## src/rtl/tx_frame_fsm_pkg.sv

```systemverilog
// Shared types and constants for the serial frame transmitter.
package tx_frame_fsm_pkg;

    localparam int unsigned DataWidth = 8;
    localparam int unsigned IdxWidth  = 3;

    localparam logic [1:0] ParityNone = 2'b00;
    localparam logic [1:0] ParityOdd  = 2'b01;
    localparam logic [1:0] ParityEven = 2'b10;

    typedef enum logic [2:0] {
        StIdle,
        StStart,
        StData,
        StParity,
        StStop1,
        StStop2
    } state_e;

    // Mode 11 is treated like ParityNone.
    function automatic logic has_parity(input logic [1:0] mode);
        return (mode != ParityNone) && (mode != 2'b11);
    endfunction

    // Odd mode: XNOR-reduce; even mode: XOR-reduce.
    function automatic logic parity_bit(input logic [DataWidth-1:0] data,
                                        input logic [1:0] mode);
        return (mode == ParityOdd) ? ~^data : ^data;
    endfunction

endpackage

```

## src/rtl/tx_piso.sv

```systemverilog
// 8-bit parallel-in serial-out register, LSB shifted out first.
module tx_piso
    import tx_frame_fsm_pkg::*;
(
    input  logic                 Clock,
    input  logic                 Reset,
    input  logic                 load_i,
    input  logic [DataWidth-1:0] load_data_i,
    input  logic                 shift_i,
    output logic                 serial_o,
    output logic                 serial_next_o
);

    logic [DataWidth-1:0] shift_q;

    // Load takes priority over shift; zero is shifted into the top.
    always_ff @(posedge Clock or posedge Reset) begin
        if (Reset) begin
            shift_q <= '0;
        end else if (load_i) begin
            shift_q <= load_data_i;
        end else if (shift_i) begin
            shift_q <= {1'b0, shift_q[DataWidth-1:1]};
        end
    end

    // serial_next_o lets the caller register the upcoming bit on the same edge as the shift.
    assign serial_o      = shift_q[0];
    assign serial_next_o = shift_q[1];

endmodule

```

## src/rtl/tx_frame_fsm.sv

```systemverilog
// UART-style frame transmitter: start, 8 data bits LSB first, optional parity, 1 or 2 stops.
module tx_frame_fsm
    import tx_frame_fsm_pkg::*;
(
    input  logic                 Clock,
    input  logic                 Reset,
    input  logic                 Send,
    input  logic [DataWidth-1:0] DataIn,
    input  logic [1:0]           ParityType,
    input  logic                 StopBits,
    input  logic                 Tick,
    output logic                 BaudEnable,
    output logic                 DataOut,
    output logic                 Busy,
    output logic                 Done
);

    state_e              state_q, state_d;
    logic [IdxWidth-1:0] idx_q, idx_d;
    logic [1:0]          ptype_q, ptype_d;
    logic                stop2_q, stop2_d;
    logic                parity_q, parity_d;
    logic                data_out_q, data_out_d;
    logic                done_q, done_d;
    logic                accept;
    logic                shift;
    logic                piso_serial;
    logic                piso_serial_next;

    tx_piso u_piso (
        .Clock         (Clock),
        .Reset         (Reset),
        .load_i        (accept),
        .load_data_i   (DataIn),
        .shift_i       (shift),
        .serial_o      (piso_serial),
        .serial_next_o (piso_serial_next)
    );

    // State, captured configuration and registered line/done outputs.
    always_ff @(posedge Clock or posedge Reset) begin
        if (Reset) begin
            state_q    <= StIdle;
            idx_q      <= '0;
            ptype_q    <= '0;
            stop2_q    <= 1'b0;
            parity_q   <= 1'b0;
            data_out_q <= 1'b1;
            done_q     <= 1'b0;
        end else begin
            state_q    <= state_d;
            idx_q      <= idx_d;
            ptype_q    <= ptype_d;
            stop2_q    <= stop2_d;
            parity_q   <= parity_d;
            data_out_q <= data_out_d;
            done_q     <= done_d;
        end
    end

    // Next state; the line value is chosen from the state being entered so it is registered.
    always_comb begin
        state_d    = state_q;
        idx_d      = idx_q;
        ptype_d    = ptype_q;
        stop2_d    = stop2_q;
        parity_d   = parity_q;
        data_out_d = data_out_q;
        done_d     = 1'b0;
        accept     = 1'b0;
        shift      = 1'b0;
        unique case (state_q)
            StIdle: begin
                // Tick is deliberately ignored here.
                if (Send) begin
                    accept     = 1'b1;
                    ptype_d    = ParityType;
                    stop2_d    = StopBits;
                    parity_d   = parity_bit(DataIn, ParityType);
                    state_d    = StStart;
                    data_out_d = 1'b0;
                end
            end
            StStart: begin
                if (Tick) begin
                    state_d    = StData;
                    idx_d      = '0;
                    data_out_d = piso_serial;
                end
            end
            StData: begin
                if (Tick) begin
                    if (idx_q == IdxWidth'(DataWidth - 1)) begin
                        if (has_parity(ptype_q)) begin
                            state_d    = StParity;
                            data_out_d = parity_q;
                        end else begin
                            state_d    = StStop1;
                            data_out_d = 1'b1;
                        end
                    end else begin
                        idx_d      = idx_q + 3'd1;
                        shift      = 1'b1;
                        data_out_d = piso_serial_next;
                    end
                end
            end
            StParity: begin
                if (Tick) begin
                    state_d    = StStop1;
                    data_out_d = 1'b1;
                end
            end
            StStop1: begin
                if (Tick) begin
                    data_out_d = 1'b1;
                    if (stop2_q) begin
                        state_d = StStop2;
                    end else begin
                        state_d = StIdle;
                        done_d  = 1'b1;
                    end
                end
            end
            StStop2: begin
                if (Tick) begin
                    data_out_d = 1'b1;
                    state_d    = StIdle;
                    done_d     = 1'b1;
                end
            end
            default: begin
                state_d    = StIdle;
                data_out_d = 1'b1;
            end
        endcase
    end

    assign BaudEnable = (state_q != StIdle);
    assign Busy       = (state_q != StIdle);
    assign DataOut    = data_out_q;
    assign Done       = done_q;

endmodule

```

## config.mk

```make
export PLATFORM = sky130hd
export DESIGN_NAME = tx_frame_fsm
export DESIGN_NICKNAME = d
export VERILOG_FILES = /design/src/rtl/tx_frame_fsm_pkg.sv /design/src/rtl/tx_piso.sv /design/src/rtl/tx_frame_fsm.sv
export SDC_FILE = /design/constraint.sdc
export NUM_CORES = 1
export LEC_CHECK = 0
export ABC_CLOCK_PERIOD_IN_PS = 2900
export BUFFER_PORTS_ARGS = -buffer_cell sky130_fd_sc_hd__buf_2
export CAP_MARGIN = 25
export CORE_MARGIN = 10
export CORE_UTILIZATION = 33
export CTS_CLUSTER_SIZE = 14
export DETAILED_ROUTE_END_ITERATION = 8
export PLACE_DENSITY_LB_ADDON = 0.1
export SYNTH_ARGS = -nofsm -noshare
export SYNTH_HDL_FRONTEND = slang
export SYNTH_SLANG_ARGS = --single-unit
export TNS_END_PERCENT = 30
```

## constraint.sdc

```tcl
create_clock -name Clock -period 2.9 [get_ports Clock]
set_clock_uncertainty 0.05 [all_clocks]
set_input_delay 0.435 -clock Clock [delete_from_list [all_inputs] [get_ports Clock]]
set_output_delay 0.435 -clock Clock [all_outputs]
set_load 0.02 [all_outputs]
```

==> results.yml, run 1 <==
clocking:
  cts-htree-levels: 1
  cts_sinks: 20
  postCtsSetupBuffers: 0
  cts_hold_buf: 0
  cts.repair.resized: 0
  root_buffer: "clkbuf_8"
  clockBufferDepth: 2
  clock_latency_ps: 260
  cts_buffers: 3
  cts_tree: "done"
  clkTransAtPathRegs_ps: 80
floorplanning:
  fp.dieW_um: 80.6
  die_h_um: 80.6
  start_util_pct: 35.2
  dieArea_mm2: 0.00649
  ios: 19
  fp.coreArea_mm2: 0.00344
  fp-row-count: 21
power_and_ir_drop:
  leakage_nw: 0.630
  swShare_pct: 37.6
  seq_power_share_pct: 38.2
  power_frac_comb_pct: 41.4
  power_density_mw_per_mm2: 993
  pwr-share-clk_pct: 20.4
  p_int_mw: 0.852
  switchingPower_mw: 0.514
  peakVddDrop_mv: 0.422
routing:
  vias: 860
  drt_iter0_drc: 63
  routedWlPerCell_um: 13.9
  wirelength_um: 2450
  drc: 0
  drtAntennaViolNets: 0
  firstDrtPassIters: 4
  via_per_inst: 4.89
finish:
  final_cells: 176
  layout.nets: 149
  fin_area_mm2: 0.00138
  final_layout_size_suffix_gt1_share_pct: 29.2
  fill_cells: 340
  syn_to_final_growth_pct: 13.8
  num_antenna_cells: 0
logic_synthesis:
  synth.avg_cell_area_um2: 10.6
  yosys_warnings: 0
  synth_edf_count: 0
  synth_top_area_share_pct: 39.3
  netlist_top_cells_count: "19 x dfrtp_1, 10 x nor2_1, 8 x mux2_2"
  synth.most_common_cell: "dfrtp_1"
  synth_seq_cells: 20
  synth_area_mm2: 0.00121
  syn_nets: 132
  synthCells: 114
  ys_async_sr_fraction_pct: 100
  synth_top_area_cell: "dfrtp_1"
  yosys-top-cells-area: "dfrtp_1 39%, mux2_2 7.4%, mux2i_1 5.8%"
  synth_ff_type: "dfrtp_1"
  ys_types: 38
  ys_seq_area_share_pct: 41.5
grt:
  grt.met2_usage_pct: 12.7
  antenna_found_initial: 0
  grt_usage_pct: 8.37
  groute.layer.met3.usage_pct: 2.56
  grt_overflow: 0
  grt-busiest-layer: "met2"
  grt_pass1_wl_um: 4320
  grt_max_degree: 21
  grt_pass1_vias: 948
  grt_use_met1_pct: 10.6
setup_path:
  cp_max_fo: 13
  path_class: "reg2reg"
  cpMostUsedCell: "ha_1"
  crit_chain: "ha_1, ha_1, nand3b_1, a21boi_2, nor2b_1, a41o_1"
  cpPeakStageDelay_ps: 500
  critPathArrivalTime_ps: 2070
  cp.required_ps: 3010
  cp_slowest_cell: "a21boi_2"
  start_kind: "register"
  crit_path_end_kind: "register"
timing:
  relSlewSlack_pct: 47.8
  tightestPinTransition_ps: 782
  rsz0062_at_grt: "no"
  fin_tns_setup_ps: 0
  hold_slack_ps: 257
  final_max_slew_viol_count: 0
  fmax_mhz: 508
  setup_viol: 0
  fin_crit_ps: 1970
  hold_viol: 0
  finalCritPeriodShare_pct: 67.9
job:
  drv_cap: 0
placement:
  place_area_mm2: 0.00131
  hpwlAfterDp_um: 1870
  routabilityCongestion: 0.758
  portBuffers: 18
  placed_cells: 172
outcome:
  status: "finished clean"
worst_hold_path:
  hold_path_class: "in2async"
-- metrics by stage --
step / setup WS, ps / utilization (%) / total power [mW]
after global routing: 811 / 40.0 / 1.49
final: 932 / 40.0 / 1.37
after global placement: 965 / 37.9 / 1.09
after detailed placement: 927 / 37.9 / 1.10
after floorplan: 1270 / - / 1.01
after CTS: 919 / 40.0 / 1.39
-- sequential cells by signal (all words and copies together) (netlist names) --
name,cells
Done,1
ptype_q,2
u_piso.shift_q,8
state_q,3
DataOut,1
parity_q,1
stop2_q,1
idx_q,3
-- cell families after synthesis --
family          count (synthesis)  synth area share [%]
simple gates                   31                  14.7
compound gates                 26                  14.4
flops                          20                  41.5
mux                            15                  13.2
buf+inv                        11                  6.20
xor+xnor                        8                  6.93
fa+ha+maj                       3                  3.10
-- critical path: cells and delay by family, from the launching register on --
kind	cells	cell delay [ps]
compound gates	2	710
fa+ha+maj	2	430
flops	1	400
simple gates	2	290
-- power by group through the flow --
| stage | clock (mW) | sequential, mW | combinational, mW |
|---|---|---|---|
| floorplan | 0 | 0.473 | 0.533 |
| global placement | 0 | 0.526 | 0.569 |
| detailed placement | 0 | 0.527 | 0.573 |
| CTS | 0.286 | 0.523 | 0.576 |
| global route | 0.302 | 0.540 | 0.644 |
| finish | 0.279 | 0.522 | 0.566 |
-- layout make-up --
| class | count | area, um2 | share of cell area, % |
|---|---|---|---|
| Inverter | 4 | 15.0 | 1.09 |
| Tap cell | 46 | 57.6 | 4.18 |
| Clock buffer | 3 | 41.3 | 3.00 |
| Timing Repair Buffer | 19 | 97.6 | 7.09 |
| Clock inverter | 1 | 30.0 | 2.18 |
| Sequential cell | 20 | 502 | 36.5 |
| Multi-Input combinational cell | 83 | 633 | 46.0 |
-- metal layers --
metal  wire, um  share of wire (%)
met3        156                6.4
met4         14               0.57
met2       1050                 43
met1       1230                 50
met5          0                  0
-- layout by cell type, fill, tap and decap left out, types with 2 or more instances in the layout --
cell type and n:
dfrtp_1 19, buf_2 18, nor2_1 10, mux2_2 8
o21ai_0 7, mux2i_1 7, xnor2_1 6, a21oi_1 5
inv_1 4, nand2b_1 4, nand2_1 3, o21ai_1 3
ha_1 3, clkbuf_8 3, nand3_1 2, and3_1 2
nor3_1 2, nor2b_1 2, a21oi_2 2
-- worst paths after layout --
| check | start | endpoint | slack, ps | cells after the start |
|---|---|---|---|---|
| worst min-delay path | Reset | u_piso.shift_q[1]$_DFFE_PP0P_ | 260 | 2 |
| worst min register to register | idx_q[1]$_DFFE_PP0P_ | idx_q[1]$_DFFE_PP0P_ | 470 | 1 |
| min in group Clock | StopBits | stop2_q$_DFFE_PP0P_ | 360 | 2 |
| max in group asynchronous | Reset | state_q[1]$_DFFE_PP0P_ | 2050 | 2 |
| worst max-delay path | idx_q[0]$_DFFE_PP0P_ | u_piso.shift_q[7]$_DFFE_PP0P_ | 930 | 6 |
| worst max register to register | idx_q[0]$_DFFE_PP0P_ | u_piso.shift_q[7]$_DFFE_PP0P_ | 930 | 6 |
(Power assumes the default switching activity.)
==> run 2: changes to the inputs <==
ABC_CLOCK_PERIOD_IN_PS = 1650   (was 2900)
clock period = 1.65 ns   (was 2.9 ns; I/O delays follow)
==> run 2 against run 1 <==
Compared with the run above:
- worst setup slack got worse by 900 ps
- first-iteration DRC count increased by 9.5%
- count of clock-buffer cells in the layout unchanged
- cell count increased by 8.5%
- sequential share of layout area decreased by 3.9 points
- via count increased by 9.0%
- maximum frequency increased by 22%
- largest cell class unchanged
==> results.yml, run 2 (same netlist as run 1, synthesis figures left out) <==
placement:
  hpwlAfterDp_um: 2000
  portBuffers: 18
  pre_cts_ws_ps: -44.2
  routabilityCongestion: 0.814
finish:
  fin_util_pct: 45.1
  layout.nets: 164
  largest_register_ffs: 8
  regMostFlops: "u_piso.shift_q"
  syn_to_final_growth_pct: 28.4
  reg_top3: "u_piso.shift_q (8), idx_q (3), state_q (3)"
  final_cell_mix: "18 x buf_2, 16 x dfrtp_1, 12 x buf_4, 10 x nor2_1, 8 x mux2_2"
  num_antenna_cells: 0
  fill_cells: 339
  final_layout_size_suffix_gt1_share_pct: 42.1
  layout_commonest_cell: "buf_2"
outcome:
  status: "finished clean"
clocking:
  cts-htree-levels: 1
  root_buffer: "clkbuf_8"
  clockBufferDepth: 2
  cts_buffers: 3
  cts_sinks: 20
  clock_latency_ps: 260
  clkTransAtPathRegs_ps: 80
  cts_tree: "done"
timing:
  finalCritPeriodShare_pct: 97.8
  rsz0062_at_grt: "yes"
  fmax_mhz: 620
  final_max_slew_viol_count: 0
  relSlewSlack_pct: 71.2
  setup_viol: 0
  worst_slack_ps: 36.5
  hold_viol: 0
  tightestPinTransition_ps: 428
  fin_crit_ps: 1610
routing:
  firstDrtPassIters: 5
  wirelength_um: 2690
  vias: 937
  routedWlPerCell_um: 14.1
  drtAntennaViolNets: 0
  via_per_inst: 4.91
  drt_iter0_drc: 69
  drc: 0
floorplanning:
  fp-row-count: 21
  start_util_pct: 35.2
  fp.coreArea_mm2: 0.00344
  dieArea_mm2: 0.00649
  fp.dieW_um: 80.6
  ios: 19
  die_h_um: 80.6
setup_path:
  cp_max_fo: 4
  cp_slowest_cell: "dfrtp_1"
  path_class: "reg2reg"
  start_kind: "register"
  r2r_slack_ps: 40
  crit_chain: "ha_2, ha_4, a21o_1, a211oi_4, or2_1, o21ai_1"
  cp.required_ps: 1750
  critPathArrivalTime_ps: 1710
  crit_path_end_kind: "register"
  cpPeakStageDelay_ps: 390
power_and_ir_drop:
  power_density_mw_per_mm2: 1740
  leakage_nw: 0.709
  peakVddDrop_mv: 0.894
worst_hold_path:
  hold_path_class: "in2reg"
grt:
  grt_usage_pct: 8.27
  grt_pass1_vias: 914
  grt_pass1_wl_um: 4320
  grt_max_degree: 21
  antenna_found_initial: 0
  grt_overflow: 0
job:
  drv_cap: 0
[run 2: timing repair]
item / in CTS / in global routing
endpoints found under the hold margin: 19 / 0
pin swaps: 1 / 9
resized for setup: 3 / 11
setup endpoints to repair: 7 / 19
setup buffers: 0 / 6
hold buffers: 1 / 0
[run 2: per-stage QoR]
stage / power [mW] / hold WS, ps / TNS, ps / cells / area [um2]
after floorplan: 1.77 / 161 / 0 / 114 / 1210
after global placement: 2.05 / 239 / -19.4 / 180 / 1380
after detailed placement: 2.06 / 239 / -91.4 / 180 / 1380
after CTS: 2.59 / 160 / -9.85 / 185 / 1470
after global routing: 2.91 / 162 / -167 / 191 / 1550
final: 2.70 / 166 / 0 / 191 / 1550
[run 2: area by class of cell]
| type | count | area, um2 | area share, % |
|---|---|---|---|
| clock inverter | 1 | 30.0 | 1.93 |
| tap | 46 | 57.6 | 3.70 |
| sequential | 20 | 505 | 32.5 |
| clock buffer | 3 | 41.3 | 2.66 |
| inverter | 4 | 15.0 | 0.966 |
| timing repair buffer | 34 | 226 | 14.6 |
| multi-input combinational | 83 | 678 | 43.6 |
[run 2: power by group]
part,switching (mW),total [mW],internal [mW]
clock network,0.171,0.495,0.324
logic,0.646,1.31,0.666
registers,0.182,0.891,0.709
[run 2: per-layer routing]
layer / vias to the layer above / share of wire, % / GRT usage, %
li1: 463 / - / -
met1: 449 / 48 / 11.5
met2: 23 / 46 / 11.6
met3: 2 / 5.7 / 2.90
met4: 0 / 0.52 / 2.11
met5: - / 0 / 0
[run 2: critical path, delay by kind of cell (launching register included)]
family / cells / cell delay (ps)
AO/OA/AOI/OAI: 3 / 520
flip-flops: 1 / 390
adder cells (fa/ha/maj): 2 / 370
AND/OR/NAND/NOR: 1 / 160
[run 2: final timing paths]
kind / startpoint / end / depth (start not counted)
min in group asynchronous: Reset / u_piso.shift_q[3]$_DFFE_PP0P_ / 4
hold reg to reg: u_piso.shift_q[5]$_DFFE_PP0P_ / u_piso.shift_q[5]$_DFFE_PP0P_ / 2
setup / recovery: idx_q[1]$_DFFE_PP0P_ / state_q[1]$_DFFE_PP0P_ / 6
max in group asynchronous: Reset / DataOut$_DFFE_PP1P_ / 4
setup reg to reg: idx_q[1]$_DFFE_PP0P_ / state_q[1]$_DFFE_PP0P_ / 6
hold / removal: StopBits / stop2_q$_DFFE_PP0P_ / 2
==> run 3: changes to the inputs <==
--- a/config.mk
+++ b/config.mk
@@ -6,5 +6,4 @@
 export NUM_CORES = 1
 export LEC_CHECK = 0
-export ABC_CLOCK_PERIOD_IN_PS = 1650
 export BUFFER_PORTS_ARGS = -buffer_cell sky130_fd_sc_hd__buf_2
 export CAP_MARGIN = 25
--- a/constraint.sdc
+++ b/constraint.sdc
@@ -3,3 +3,3 @@
 set_input_delay 0.2475 -clock Clock [delete_from_list [all_inputs] [get_ports Clock]]
 set_output_delay 0.2475 -clock Clock [all_outputs]
-set_load 0.02 [all_outputs]
+set_load 0.005 [all_outputs]
==> run 3 against run 2 <==
Compared with the run above:
- critical endpoint unchanged
- maximum frequency increased by 0.24%
- utilization decreased by 0.36 points
- critical path type unchanged
- largest cell class unchanged
- non-clock buffer count decreased by 1
==> results.yml, run 3 (same netlist as run 1, synthesis figures left out) <==
finish:
  largest_register_ffs: 8
  final_cell_mix: "18 x buf_2, 16 x dfrtp_1, 11 x buf_4, 10 x nor2_1, 8 x mux2_2"
  fill_cells: 342
  fin_area_mm2: 0.00154
  fin_util_pct: 44.8
  final_layout_size_suffix_gt1_share_pct: 41.7
  reg_top3: "u_piso.shift_q (8), idx_q (3), state_q (3)"
  regMostFlops: "u_piso.shift_q"
  layout_commonest_cell: "buf_2"
  syn_to_final_growth_pct: 27.4
  num_antenna_cells: 0
  layout.nets: 163
routing:
  drt_iter0_drc: 60
  wirelength_um: 2670
  via_per_inst: 4.89
  firstDrtPassIters: 4
  routedWlPerCell_um: 14.1
  vias: 929
  drc: 0
  drtAntennaViolNets: 0
outcome:
  status: "finished clean"
timing:
  finalCritPeriodShare_pct: 97.6
  rsz0062_at_grt: "yes"
  fmax_mhz: 621
  final_max_slew_viol_count: 0
  fin_crit_ps: 1610
  relSlewSlack_pct: 72.6
  tightestPinTransition_ps: 408
  hold_viol: 0
  worst_slack_ps: 40.4
  setup_viol: 0
grt:
  grt_overflow: 0
  grt_max_degree: 21
  grt_pass1_vias: 914
  antenna_found_initial: 0
  grt_usage_pct: 8.27
  grt_pass1_wl_um: 4320
setup_path:
  path_class: "reg2reg"
  cp.required_ps: 1750
  start_kind: "register"
  critPathArrivalTime_ps: 1710
  cp_max_fo: 4
  crit_path_end_kind: "register"
clocking:
  cts_buffers: 3
  clkTransAtPathRegs_ps: 80
  clock_latency_ps: 260
  clockBufferDepth: 2
  root_buffer: "clkbuf_8"
  cts_sinks: 20
  cts_tree: "done"
  cts-htree-levels: 1
placement:
  routabilityCongestion: 0.814
  hpwlAfterDp_um: 2000
  portBuffers: 18
  place_area_mm2: 0.00138
  pre_cts_ws_ps: -44.2
floorplanning:
  dieArea_mm2: 0.00649
  die_h_um: 80.6
  fp-row-count: 21
  fp.dieW_um: 80.6
  fp.coreArea_mm2: 0.00344
  start_util_pct: 35.2
  ios: 19
power_and_ir_drop:
  power_frac_comb_pct: 47.2
  switchingPower_mw: 0.932
  p_int_mw: 1.68
  leakage_nw: 0.702
  peakVddDrop_mv: 0.829
  seq_power_share_pct: 33.9
  swShare_pct: 35.6
  power_density_mw_per_mm2: 1700
  p_total_mw: 2.62
  pwr-share-clk_pct: 18.9
worst_hold_path:
  hold_path_class: "in2reg"
job:
  drv_cap: 0
run 3: changes by cell type in the layout (fill, tap and decap cells not counted):
cell	delta
nor2_2	+1
nor2_4	-1
buf_4	-1
run 3: area by class of cell:
cell class	instances	area (um2)	area share [%]
clock buffer	3	41.3	2.68
clock inverter	1	30.0	1.95
inverter	4	15.0	0.974
multi-input combinational	83	673	43.7
sequential	20	505	32.8
tap	46	57.6	3.73
timing repair buffer	33	219	14.2
run 3: what timing repair did:
item | in CTS | in global routing
hold endpoints to repair | 19 | 0
hold buffers | 1 | 0
buffers inserted | 0 | 5
pin swaps | 1 | 9
endpoints found under the setup margin | 5 | 20
gates resized for setup | 2 | 11
run 3: metrics by stage:
step / hold slack, ps / cells / setup TNS [ps]
6_report: 166 / 190 / 0
3_5_place_dp: 239 / 180 / -91.4
4_1_cts: 160 / 185 / 0
3_3_place_gp: 239 / 180 / -19.4
5_1_grt: 162 / 190 / -150
2_1_floorplan: 161 / 114 / 0
run 3: routing by layer:
layer / vias up / global-route usage [%] / routed length [um]
li1: 462 / - / -
met1: 446 / 11.5 / 1290
met2: 19 / 11.6 / 1240
met3: 2 / 2.90 / 131
met4: 0 / 2.11 / 14
met5: - / 0 / 0
run 3: power by group through the flow:
| stage | registers, mW | logic (mW) | clock network (mW) |
|---|---|---|---|
| after global placement | 0.886 | 1.10 | 0 |
| final | 0.886 | 1.23 | 0.495 |
| after detailed placement | 0.895 | 1.11 | 0 |
| after floorplan | 0.811 | 0.900 | 0 |
| after global routing | 0.921 | 1.38 | 0.530 |
| after CTS | 0.888 | 1.12 | 0.514 |
run 3: worst max-delay path: stages (launching register included):
cell and delay [ps]:
dfrtp_1 390, ha_2 210, ha_4 160, a21o_1 180, a211oi_4 280, or2_1 160, o21ai_1 60
run 3: final timing paths:
| kind | startpoint | end | slack [ps] | cells past startpoint |
|---|---|---|---|---|
| min in group asynchronous | Reset | u_piso.shift_q[3]$_DFFE_PP0P_ | 490 | 4 |
| worst min-delay path | StopBits | stop2_q$_DFFE_PP0P_ | 170 | 2 |
| worst min register to register | u_piso.shift_q[5]$_DFFE_PP0P_ | u_piso.shift_q[5]$_DFFE_PP0P_ | 470 | 2 |
| worst max register to register | idx_q[1]$_DFFE_PP0P_ | state_q[1]$_DFFE_PP0P_ | 40 | 6 |
| max in group asynchronous | Reset | DataOut$_DFFE_PP1P_ | 790 | 4 |
| worst max-delay path | idx_q[1]$_DFFE_PP0P_ | state_q[1]$_DFFE_PP0P_ | 40 | 6 |
